`config.mk`:
```
export PLATFORM = sky130hd
export DESIGN_NAME = blake2_digest_serializer
export DESIGN_NICKNAME = d
export VERILOG_FILES = /design/src/rtl/blake2_digest_serializer.sv
export SDC_FILE = /design/constraint.sdc
export NUM_CORES = 1
export LEC_CHECK = 0
export CORE_UTILIZATION = 47
export DETAILED_ROUTE_END_ITERATION = 8
export PLACE_DENSITY_LB_ADDON = 0.2
export SLEW_MARGIN = 5
export SYNTH_ARGS = -nofsm -noshare
export SYNTH_HDL_FRONTEND = slang
export SYNTH_SLANG_ARGS = --single-unit
```
`constraint.sdc`:
```
create_clock -name clk -period 1.8 [get_ports clk]
set_input_delay 0.27 -clock clk [delete_from_list [all_inputs] [get_ports clk]]
set_output_delay 0.27 -clock clk [all_outputs]
set_load 0.02 [all_outputs]
```
`src/rtl/blake2_digest_serializer.sv`:
```
// Serializes a captured 512-bit Blake2 digest onto a processor bus, most significant word first.
// Optional macro DIGEST_TRUNCATE_EN adds out_len so only a prefix of the digest is sent.
module blake2_digest_serializer #(
  parameter int proc_bus_width = 32,
  parameter int digest_words   = 512 / proc_bus_width
) (
  input  logic                      clk,
  input  logic                      reset_n,
  input  logic [511:0]              digest,
  input  logic                      digest_valid,
  input  logic                      new_hash_request,
`ifdef DIGEST_TRUNCATE_EN
  input  logic [$clog2(digest_words):0] out_len,
`endif
  output logic [proc_bus_width-1:0] out_data,
  output logic                      out_valid,
  input  logic                      out_ready,
  output logic                      out_last,
  output logic                      busy,
  output logic                      overrun
);

  localparam int idx_w = (digest_words > 1) ? $clog2(digest_words) : 1;
  localparam logic [idx_w-1:0] final_idx = idx_w'(digest_words - 1);

  typedef enum logic {IDLE, SEND} state_t;

  state_t                    state, state_nxt;
  logic [idx_w-1:0]          idx, idx_nxt;
  logic [idx_w-1:0]          last_idx, last_sel;
  logic                      dv_q;
  logic                      overrun_nxt;
  logic                      capture;
  logic                      rise;
  logic                      xfer;
  logic [511:0]              shadow;
  logic [proc_bus_width-1:0] word_arr [digest_words];

  assign rise = digest_valid & ~dv_q;
  assign xfer = out_valid & out_ready;

  for (genvar k = 0; k < digest_words; k++) begin : g_words
    assign word_arr[k] = shadow[511 - k*proc_bus_width -: proc_bus_width];
  end

`ifdef DIGEST_TRUNCATE_EN
  localparam int len_w = $clog2(digest_words) + 1;
  // Zero or oversize lengths fall back to the full digest.
  always_comb begin
    last_sel = final_idx;
    if (out_len != '0 && int'(out_len) <= digest_words)
      last_sel = idx_w'(out_len - len_w'(1));
  end
`else
  assign last_sel = final_idx;
`endif

  always_ff @(posedge clk or negedge reset_n) begin
    if (!reset_n) begin
      state    <= IDLE;
      idx      <= '0;
      dv_q     <= 1'b0;
      shadow   <= '0;
      overrun  <= 1'b0;
      last_idx <= final_idx;
    end else begin
      state   <= state_nxt;
      idx     <= idx_nxt;
      dv_q    <= digest_valid;
      overrun <= overrun_nxt;
      if (capture) begin
        shadow   <= digest;
        last_idx <= last_sel;
      end
    end
  end

  // new_hash_request dominates both capture and a coincident transfer.
  always_comb begin
    state_nxt   = state;
    idx_nxt     = idx;
    overrun_nxt = overrun;
    capture     = 1'b0;
    if (new_hash_request) begin
      state_nxt   = IDLE;
      idx_nxt     = '0;
      overrun_nxt = 1'b0;
    end else begin
      case (state)
        IDLE: begin
          if (rise) begin
            state_nxt = SEND;
            idx_nxt   = '0;
            capture   = 1'b1;
          end
        end
        SEND: begin
          if (rise) overrun_nxt = 1'b1;
          if (xfer) begin
            if (idx == last_idx) begin
              state_nxt = IDLE;
              idx_nxt   = '0;
            end else begin
              idx_nxt = idx + idx_w'(1);
            end
          end
        end
        default: state_nxt = IDLE;
      endcase
    end
  end

  always_comb begin
    out_valid = (state == SEND);
    busy      = (state == SEND);
    out_last  = (state == SEND) && (idx == last_idx);
    out_data  = '0;
    if (state == SEND) out_data = word_arr[idx];
  end

endmodule

```
==> flow_summary.yaml, run 1 <==
cells_and_area:
  fillers: 3359
  post_route_cells_drive_above_1_share_pct: 45.09
  layout.cells.non_filler: 3255
  final_standard_cell_area_without_fillers_um2: 39100
  final_net_count: 3023
  areaGrowthSynthToFinish_pct: 50.37
timing:
  timing.final.crit_share_pct: 157.2
  max_slew.worst_pin.slew_ns: 0.4061
  skew_ns: 0.01192
  hold_fails_final_rpt: 0
  rsz0062_at_grt: "true"
  max-slew-margin-rel_pct: 72.93
  timing.final.crit_period_ns: 2.829
  fin_ws_ns: -1.029
  maxClockFrequency_mhz: 353.5
  final_max_slew_viol_count: 0
  finalSetupViolations: 547
placement:
  hpwl_um: 58140
  portBuffers: 552
  placed_area_um2: 33940
  placed_cell_count: 3030
  gpl.final_weighted_congestion: 0.9084
synthesis:
  async_reset_ff_share_pct: 100.0
  post_syn_nets: 2151
  synth_enable_flop_cells: 0
  yosys.cell_count.top_type: "sky130_fd_sc_hd__dfrtp_1"
  yosys-top-cells-count: "sky130_fd_sc_hd__dfrtp_1, sky130_fd_sc_hd__mux2_4, sky130_fd_sc_hd__mux2i_1, sky130_fd_sc_hd__a22oi_1"
  synth.area.top_cells: "sky130_fd_sc_hd__dfrtp_1, sky130_fd_sc_hd__mux2_4, sky130_fd_sc_hd__mux2i_1"
  yosys_warnings: 0
  synth_seq_area_share_pct: 49.94
  mappedNetlistArea_um2: 26000
  netlist-cell-type-count: 38
  dominantRegCellSynth: "sky130_fd_sc_hd__dfrtp_1"
  synth_top_area_cell: "sky130_fd_sc_hd__dfrtp_1"
  avgSynthCellArea_um2: 15.92
  yosys_reg_bits: 519
  synthCells: 1633
  fraction_of_synthesized_cell_area_taken_by_the_top_area_cell_type_pct: 49.94
critical_path:
  worst-r2r-setup-slack_ns: -0.31
  crit_path_start: "idx[0]"
  reg2reg_to: "shadow[305]"
  critical_path_required_ns: 1.53
  path_class: "reg -> out"
  critPathMaxFanout: 10
  worst_case_reg_to_reg_path_depth: 9
  critical_path_arrival_ns: 2.56
  critPathLaunchType: "flop"
  critical_path.reg2reg.startpoint: "busy"
  setup_crit_end: "out_data[5]"
  setup.worst_path.end_class: "output pin"
floorplan:
  io_pins: 553
  core_region_area_um2: 54240
  die_height_um: 237.2
  site_row_count: 85
  floorplan.initialDensity_pct: 47.94
  die_x_um: 237.2
  die_area_um2: 56270
min_path:
  hold_path_class: "in -> async"
run_status:
  status: "complete, but fails checks"
  violations: "negative setup slack"
global_routing:
  grt_antenna_before_repair: 14
  grt_pass1_vias: 19370
  grt_start_max_net_pins: 53
  track_usage_pct: 29.67
  first_pass_grt_wire_length_um: 124600
  grt_remaining_overflow: 0
routing:
  dr.pass1.iters: 5
  post_detailed_route_via_to_cell_ratio: 5.531
  drtAntennaViolNets: 0
  initialDrtViolationCount: 1100
  post_dr_wirelength_cell_um: 26.63
  routed_wl_um: 86690
  drc: 0
  total_number_of_vias: 18000
power_and_ir_drop:
  leakage_uw: 0.01679
  ir_drop_uv: 686.9
  power_per_cell_area_nw_per_um2: 984.5
cts:
  cts_tree: "done"
  clk_pin_slew_ns: 0.06
  worst_skew_pair.late_latency_ns: 0.61
  ctsHtreeMaxLevel: 2
  cts.sinks: 519
  tritoncts.num_buffers: 55
  clock-root-buffer: "sky130_fd_sc_hd__clkbuf_16"
  clock_tree.buffer_depth: 3
job:
  max_cap_violations: 0
state kept, by name, indices dropped and copies added (netlist names):
signal and count:
shadow 512, idx 4, busy 1, dv_q 1, overrun 1
cell type report:
type                       instances  area (µm²)  area share [%]
inverter                           3       11.26         0.02880
clock inverter                    24       380.4          0.9727
multi-input combinational        991       12490           31.93
tap                              696       870.8           2.227
sequential                       519       13000           33.23
antenna                           11       27.53         0.07040
timing repair buffer             935       10740           27.48
clock buffer                      76        1588           4.061
worst min path at each step:
stage          cells after the start     from     endpoint  slack [ns]
6_report                           2  reset_n   shadow[74]        0.14
5_1_grt                            2  reset_n   shadow[74]        0.15
4_1_cts                            2  reset_n   shadow[74]        0.14
3_5_place_dp                       1  reset_n   shadow[74]        0.19
3_3_place_gp                       1  reset_n  shadow[106]        0.18
2_1_floorplan                      0  reset_n         busy       -0.03
worst max-delay path, cell delays in order, from the launching register on:
cell                       delay (ns)
sky130_fd_sc_hd__dfrtp_4         0.53
sky130_fd_sc_hd__buf_12          0.16
sky130_fd_sc_hd__buf_12          0.14
sky130_fd_sc_hd__buf_4           0.13
sky130_fd_sc_hd__mux4_2          0.41
sky130_fd_sc_hd__nand2b_1        0.20
sky130_fd_sc_hd__nand3_4         0.14
sky130_fd_sc_hd__o21ai_4         0.09
sky130_fd_sc_hd__buf_6           0.14
cells by family (layout without fill, tap and decap cells):
logic type	after synthesis	count (layout)	share of synthesized area [%]
fa+ha+maj	1	1	0.04811
buf+inv	123	1038	5.932
compound gates	149	149	3.984
flops	519	519	49.94
simple gates	97	97	1.862
mux	744	744	38.23
other cells	0	11	0
stage by stage:
step | power (µW) | hold slack (ns) | util, % | setup slack (ns) | TNS (ns)
2_1_floorplan | 20810 | -0.02559 | - | -0.05497 | -4.792
3_3_place_gp | 24440 | 0.1772 | 62.57 | -0.8584 | -168.56
3_5_place_dp | 24710 | 0.1888 | 62.57 | -0.8761 | -187.33
4_1_cts | 37890 | 0.1391 | 69.66 | -1.091 | -145.02
5_1_grt | 39880 | 0.1503 | 72.08 | -1.146 | -174.09
6_report | 38500 | 0.1444 | 72.09 | -1.029 | -145.36
layout by cell type (no fill, tap or decap), drive strengths merged, types with 2 or more instances in the layout:
master	instances
a221oi	4
mux2	512
bufinv	10
clkinvlp	4
buf	393
o21ai	34
nor2b	2
clkinv	10
and2	2
mux2i	208
clkdlybuf4s50	516
nand3	30
a21oi	2
clkbuf	101
diode	11
nor2	5
mux4	24
nand2	36
inv	3
a22oi	100
dfrtp	519
nand2b	18
o211ai	4
what timing repair did:
item / 4_1_cts / 5_1_grt
endpoints found under the hold margin: 239 / 0
gates resized for setup: 325 / 158
setup buffers: 37 / 31
pin swaps: 29 / 37
cloned: 30 / 31
setup endpoints to repair: 545 / 547
hold buffers: 1 / 0
per-layer routing:
metal	routed length [µm]	part of all wire (%)	global-route usage (%)	vias up
li1	-	-	-	7774
met1	38640	45	41.75	9367
met2	40680	47	46.90	713
met3	4757	5.5	4.668	143
met4	2572	3.0	9.834	6
met5	43	0.050	0	-
power breakdown:
group	leakage (µW)	internal, µW	switching, µW
registers	0.00616	14300	1720
clock network	0.000960	7570	4910
logic	0.00967	6760	3280
(Power assumes the default switching activity.)
==> run 2, diff against run 1 <==
==> constraint.sdc (replaced) <==
create_clock -name clk -period 1.8 [get_ports clk]
set_input_delay 0.45 -clock clk [delete_from_list [all_inputs] [get_ports clk]]
set_output_delay 0.45 -clock clk [all_outputs]
set_load 0.02 [all_outputs]
==> flow_summary.yaml, run 2 (same netlist as run 1, synthesis figures left out) <==
run_status:
  status: "complete, but fails checks"
  violations: "negative setup slack"
routing:
  routed_wl_um: 89150
  drtAntennaViolNets: 0
  post_detailed_route_via_to_cell_ratio: 5.524
  total_number_of_vias: 18400
  post_dr_wirelength_cell_um: 26.76
  drc: 0
  dr.pass1.iters: 5
  initialDrtViolationCount: 1212
floorplan:
  site_row_count: 85
  die_x_um: 237.2
  die_area_um2: 56270
  io_pins: 553
  floorplan.initialDensity_pct: 47.94
  core_region_area_um2: 54240
  die_height_um: 237.2
critical_path:
  path_class: "reg -> out"
  critical_path_depth: 8
  count_of_buffering_cells_on_the_critical_path_with_inverters_included: 4
  setup.worst_path.end_class: "output pin"
  reg2reg_to: "shadow[101]"
  cpMostUsedCell: "sky130_fd_sc_hd__buf_4"
  critical_path.cell_chain: "buf_4, buf_12, buf_4, mux4_2, nand2b_4, nand3_4, o21ai_4, buf_6"
  crit_slowest_cell: "sky130_fd_sc_hd__dfrtp_4"
  worst-r2r-setup-slack_ns: -0.17
  worst_case_reg_to_reg_path_depth: 8
  critPathMaxFanout: 8
  critical_path_required_ns: 1.35
  max_stage_delay_ns: 0.54
  critical_path.reg2reg.startpoint: "busy"
  timing.critical_path.max_delay_family: "buffers and inverters"
  critical_path_arrival_ns: 2.52
  critPathLaunchType: "flop"
cts:
  worst_skew_pair.late_latency_ns: 0.60
  tritoncts.num_buffers: 56
  clock_tree.buffer_depth: 3
  clock-root-buffer: "sky130_fd_sc_hd__clkbuf_16"
  clk_pin_slew_ns: 0.06
  ctsHtreeMaxLevel: 2
  cts_tree: "done"
  cts.sinks: 519
timing:
  maxClockFrequency_mhz: 337.0
  final_max_slew_viol_count: 0
  timing.final.crit_period_ns: 2.967
  timing.final.crit_share_pct: 164.9
  hold_fails_final_rpt: 0
  timing.hold.ws_ns: 0.2946
  fin_ws_ns: -1.167
  skew_ns: 0.01210
  setup_tns_ns: -75.00
  finalSetupViolations: 515
  max_slew.worst_pin.slew_ns: 0.4637
  rsz0062_at_grt: "true"
  max-slew-margin-rel_pct: 68.20
global_routing:
  track_usage_pct: 30.90
  grt_start_max_net_pins: 63
  grt_pass1_vias: 19830
  grt_remaining_overflow: 0
  grt_antenna_before_repair: 21
  first_pass_grt_wire_length_um: 129500
power_and_ir_drop:
  ir_drop_uv: 696.4
  power_per_cell_area_nw_per_um2: 975.9
  leakage_uw: 0.01713
  post-layout-total-power_uw: 38620
cells_and_area:
  areaGrowthSynthToFinish_pct: 52.17
  final_cell_mix: "sky130_fd_sc_hd__dfrtp_1, sky130_fd_sc_hd__clkdlybuf4s50_1, sky130_fd_sc_hd__mux2_4"
  post_route_cells_drive_above_1_share_pct: 46.69
  layout.cells.non_filler: 3331
  fillers: 3376
  final_net_count: 3095
  largest-register: "shadow"
  multiInputGateArea_um2: 12540
  area.sequential_um2: 13000
  layout_top_registers: "shadow (512), idx (4)"
  largest_register_ff_count: 512
placement:
  hpwl_um: 58550
  placed_cell_count: 3077
  gpl.final_weighted_congestion: 0.9055
  portBuffers: 552
min_path:
  hold_path_class: "in -> async"
job:
  max_cap_violations: 0
==> run 2: per-layer routing <==
metal / GRT usage (%) / up-vias / wire length, µm
li1: - / 7933 / -
met1: 43.40 / 9618 / 39480
met2: 48.87 / 700 / 42090
met3: 4.738 / 142 / 4938
met4: 10.60 / 6 / 2602
met5: 0 / - / 34
==> run 2: worst max path at each step <==
stage	from	endpoint	slack, ns
floorplan	idx[0]	out_data[11]	-0.23
global placement	idx[0]	out_data[14]	-1.01
detailed placement	idx[0]	out_data[14]	-1.02
CTS	idx[0]	out_data[12]	-1.29
global route	idx[0]	out_data[3]	-1.25
finish	idx[0]	out_data[4]	-1.17
==> run 2: cell type report <==
type	count	area share [%]
Clock inverter	23	0.7209
Sequential cell	519	32.84
Multi-Input combinational cell	991	31.70
Tap cell	696	2.201
Timing Repair Buffer	1006	28.40
Inverter	3	0.02846
Clock buffer	75	4.003
Antenna cell	18	0.1138
==> run 2: per-stage QoR <==
stage	area, µm²	worst slack, ns	util (%)
after global routing	39570	-1.246	72.96
after global placement	34170	-1.012	63.00
after floorplan	26310	-0.2350	-
after CTS	38890	-1.290	71.71
after detailed placement	34170	-1.018	63.00
final	39570	-1.167	72.96
==> run 2: power breakdown <==
group	internal, µW	switching [µW]
Clock	7000	4890
Sequential	14300	1850
Combinational	7210	3400
==> run 2: repair_timing <==
action | in CTS | in global routing
gates cloned | 47 | 10
buffers inserted | 62 | 49
endpoints found under the setup margin | 541 | 548
gates resized for setup | 390 | 211
hold buffers | 1 | 0
pin swaps | 33 | 32
hold endpoints to repair | 16 | 0
==> run 3, diff against run 2 <==
- CTS_BUF_LIST: default -> sky130_fd_sc_hd__clkbuf_8 sky130_fd_sc_hd__clkbuf_16
==> flow_summary.yaml, run 3 (same netlist as run 1, synthesis figures left out) <==
critical_path:
  critical_path.cell_chain: "buf_12, buf_16, buf_16, mux2i_1, a22oi_1, nand2_2, o21ai_4, buf_6"
  cpMostUsedCell: "sky130_fd_sc_hd__buf_16"
  critPathLaunchType: "flop"
  max_stage_delay_ns: 0.53
  critical_path_required_ns: 1.35
  setup.worst_path.end_class: "output pin"
  path_class: "reg -> out"
  critical_path_arrival_ns: 2.52
  critPathMaxFanout: 10
  crit_slowest_cell: "sky130_fd_sc_hd__dfrtp_4"
placement:
  hpwl_um: 58550
  gpl.final_weighted_congestion: 0.9055
  portBuffers: 552
cts:
  worst_skew_pair.late_latency_ns: 0.61
  cts_tree: "done"
  cts.sinks: 519
  ctsHtreeMaxLevel: 2
  tritoncts.num_buffers: 56
  clock_tree.buffer_depth: 3
  clk_pin_slew_ns: 0.06
  clock-root-buffer: "sky130_fd_sc_hd__clkbuf_16"
global_routing:
  first_pass_grt_wire_length_um: 131300
  grt_pass1_vias: 20110
  track_usage_pct: 31.48
  grt_remaining_overflow: 0
  grt_most_used_layer: "met2"
  grt_use_met3_pct: 6.108
  grt.met1_usage_pct: 43.02
  grt_start_max_net_pins: 63
  globalRouteMet2Util_pct: 50.03
  grt_antenna_before_repair: 23
cells_and_area:
  final_cell_mix: "sky130_fd_sc_hd__dfrtp_1, sky130_fd_sc_hd__clkdlybuf4s50_1, sky130_fd_sc_hd__mux2_4"
  layout_top_registers: "shadow (512), idx (4)"
  largest_register_ff_count: 512
  fillers: 3318
  utilization_pct: 73.67
  areaGrowthSynthToFinish_pct: 53.65
  post_route_cells_drive_above_1_share_pct: 47.75
  final_net_count: 3106
  largest-register: "shadow"
timing:
  fin_ws_ns: -1.166
  rsz0062_at_grt: "true"
  timing.final.crit_period_ns: 2.966
  final_max_slew_viol_count: 0
  hold_fails_final_rpt: 0
  finalSetupViolations: 524
  max_slew.worst_pin.slew_ns: 0.4841
  skew_ns: 0.009553
  max-slew-margin-rel_pct: 66.80
  maxClockFrequency_mhz: 337.1
  timing.final.crit_share_pct: 164.8
floorplan:
  die_x_um: 237.2
  die_area_um2: 56270
  io_pins: 553
  core_region_area_um2: 54240
  die_height_um: 237.2
  floorplan.initialDensity_pct: 47.94
  site_row_count: 85
min_path:
  hold_path_class: "in -> async"
routing:
  initialDrtViolationCount: 1302
  post_dr_wirelength_cell_um: 27.22
  drc: 0
  total_number_of_vias: 18530
  post_detailed_route_via_to_cell_ratio: 5.540
  dr.pass1.iters: 5
  drtAntennaViolNets: 0
  routed_wl_um: 91040
job:
  max_cap_violations: 0
power_and_ir_drop:
  post-layout-total-power_uw: 38760
  total_switching_power_uw: 10270
  p_sw_share_pct: 26.49
  cell_internal_pwr_uw: 28490
  power_per_cell_area_nw_per_um2: 970.1
  ir_drop_uv: 710.0
  seq_power_share_pct: 41.6
  pwr-share-clk_pct: 30.6
  leakage_uw: 0.01729
  power.combinational.fraction_pct: 27.8
run_status:
  status: "complete, but fails checks"
  violations: "negative setup slack"
run 3: cell types whose count changed in the layout (fill, tap and decap cells not counted), moves of 4 or more:
| cell | delta |
|---|---|
| sky130_fd_sc_hd__buf_12 | +5 |
| sky130_fd_sc_hd__nand2_2 | +8 |
| sky130_fd_sc_hd__mux2i_2 | +4 |
| sky130_fd_sc_hd__buf_4 | -16 |
| sky130_fd_sc_hd__nand2_1 | -8 |
| sky130_fd_sc_hd__a22oi_2 | +10 |
| sky130_fd_sc_hd__clkbuf_1 | -9 |
| sky130_fd_sc_hd__buf_6 | +14 |
| sky130_fd_sc_hd__buf_8 | +5 |
| sky130_fd_sc_hd__a22oi_1 | -10 |
| sky130_fd_sc_hd__inv_1 | +9 |
run 3: area by class of cell:
class	count	area (µm²)	share of cell area (%)
antenna	20	50.05	0.1253
clock buffer	66	1550	3.880
clock inverter	32	319.1	0.7985
inverter	3	11.26	0.02818
multi-input combinational	991	12630	31.62
sequential	519	13000	32.52
tap	696	870.8	2.179
timing repair buffer	1017	11530	28.85
run 3: power by group through the flow:
stage / logic (µW) / registers (µW) / clock network [µW]
floorplan: 5450 / 15400 / 0
detailed placement: 9180 / 16000 / 0
CTS: 10300 / 15900 / 12000
global placement: 8950 / 16000 / 0
finish: 10800 / 16100 / 11900
global route: 11300 / 16300 / 12500
run 3: layer usage:
layer | vias to the layer above | part of all wire, %
li1 | 7968 | -
met1 | 9632 | 43
met2 | 755 | 47
met3 | 164 | 6.3
met4 | 6 | 3.3
met5 | - | 0.040
run 3: path summary, 6_finish.rpt:
check | start | endpoint | slack [ns] | cells past startpoint
worst max-delay path | idx[0] | out_data[7] | -1.17 | 8
worst min-delay path | reset_n | shadow[73] | 0.30 | 2
worst max register to register | busy | shadow[101] | -0.16 | 8
worst min register to register | shadow[504] | shadow[504] | 0.51 | 1
max in group asynchronous | reset_n | shadow[461] | 0.65 | 4
min in group clk | digest_valid | dv_q | 0.44 | 2
run 3: critical path, delay by kind of cell (launching register included):
kind	cells	cell delay, ns
flip-flops	1	0.53
AO/OA/AOI/OAI	2	0.42
buffers and inverters	4	0.65
AND/OR/NAND/NOR	1	0.14
multiplexers	1	0.14
run 3: repair_timing:
action	CTS	global route
endpoints found under the hold margin	16	0
resized for setup	446	228
hold buffers	1	0
pin swaps	33	66
gates cloned	55	13
setup buffers	73	51
endpoints found under the setup margin	541	548
run 3: metrics by stage:
| stage | setup TNS [ns] | hold slack [ns] | setup WS [ns] | std cells | instance area (µm²) |
|---|---|---|---|---|---|
| floorplan | -10.36 | 0.1544 | -0.2350 | 1633 | 26310 |
| global placement | -259.77 | 0.3537 | -1.012 | 3077 | 34170 |
| detailed placement | -268.59 | 0.3484 | -1.018 | 3077 | 34170 |
| CTS | -104.54 | 0.3042 | -1.290 | 3302 | 39390 |
| global route | -113.77 | 0.3136 | -1.232 | 3343 | 39950 |
| finish | -81.14 | 0.2985 | -1.166 | 3344 | 39960 |
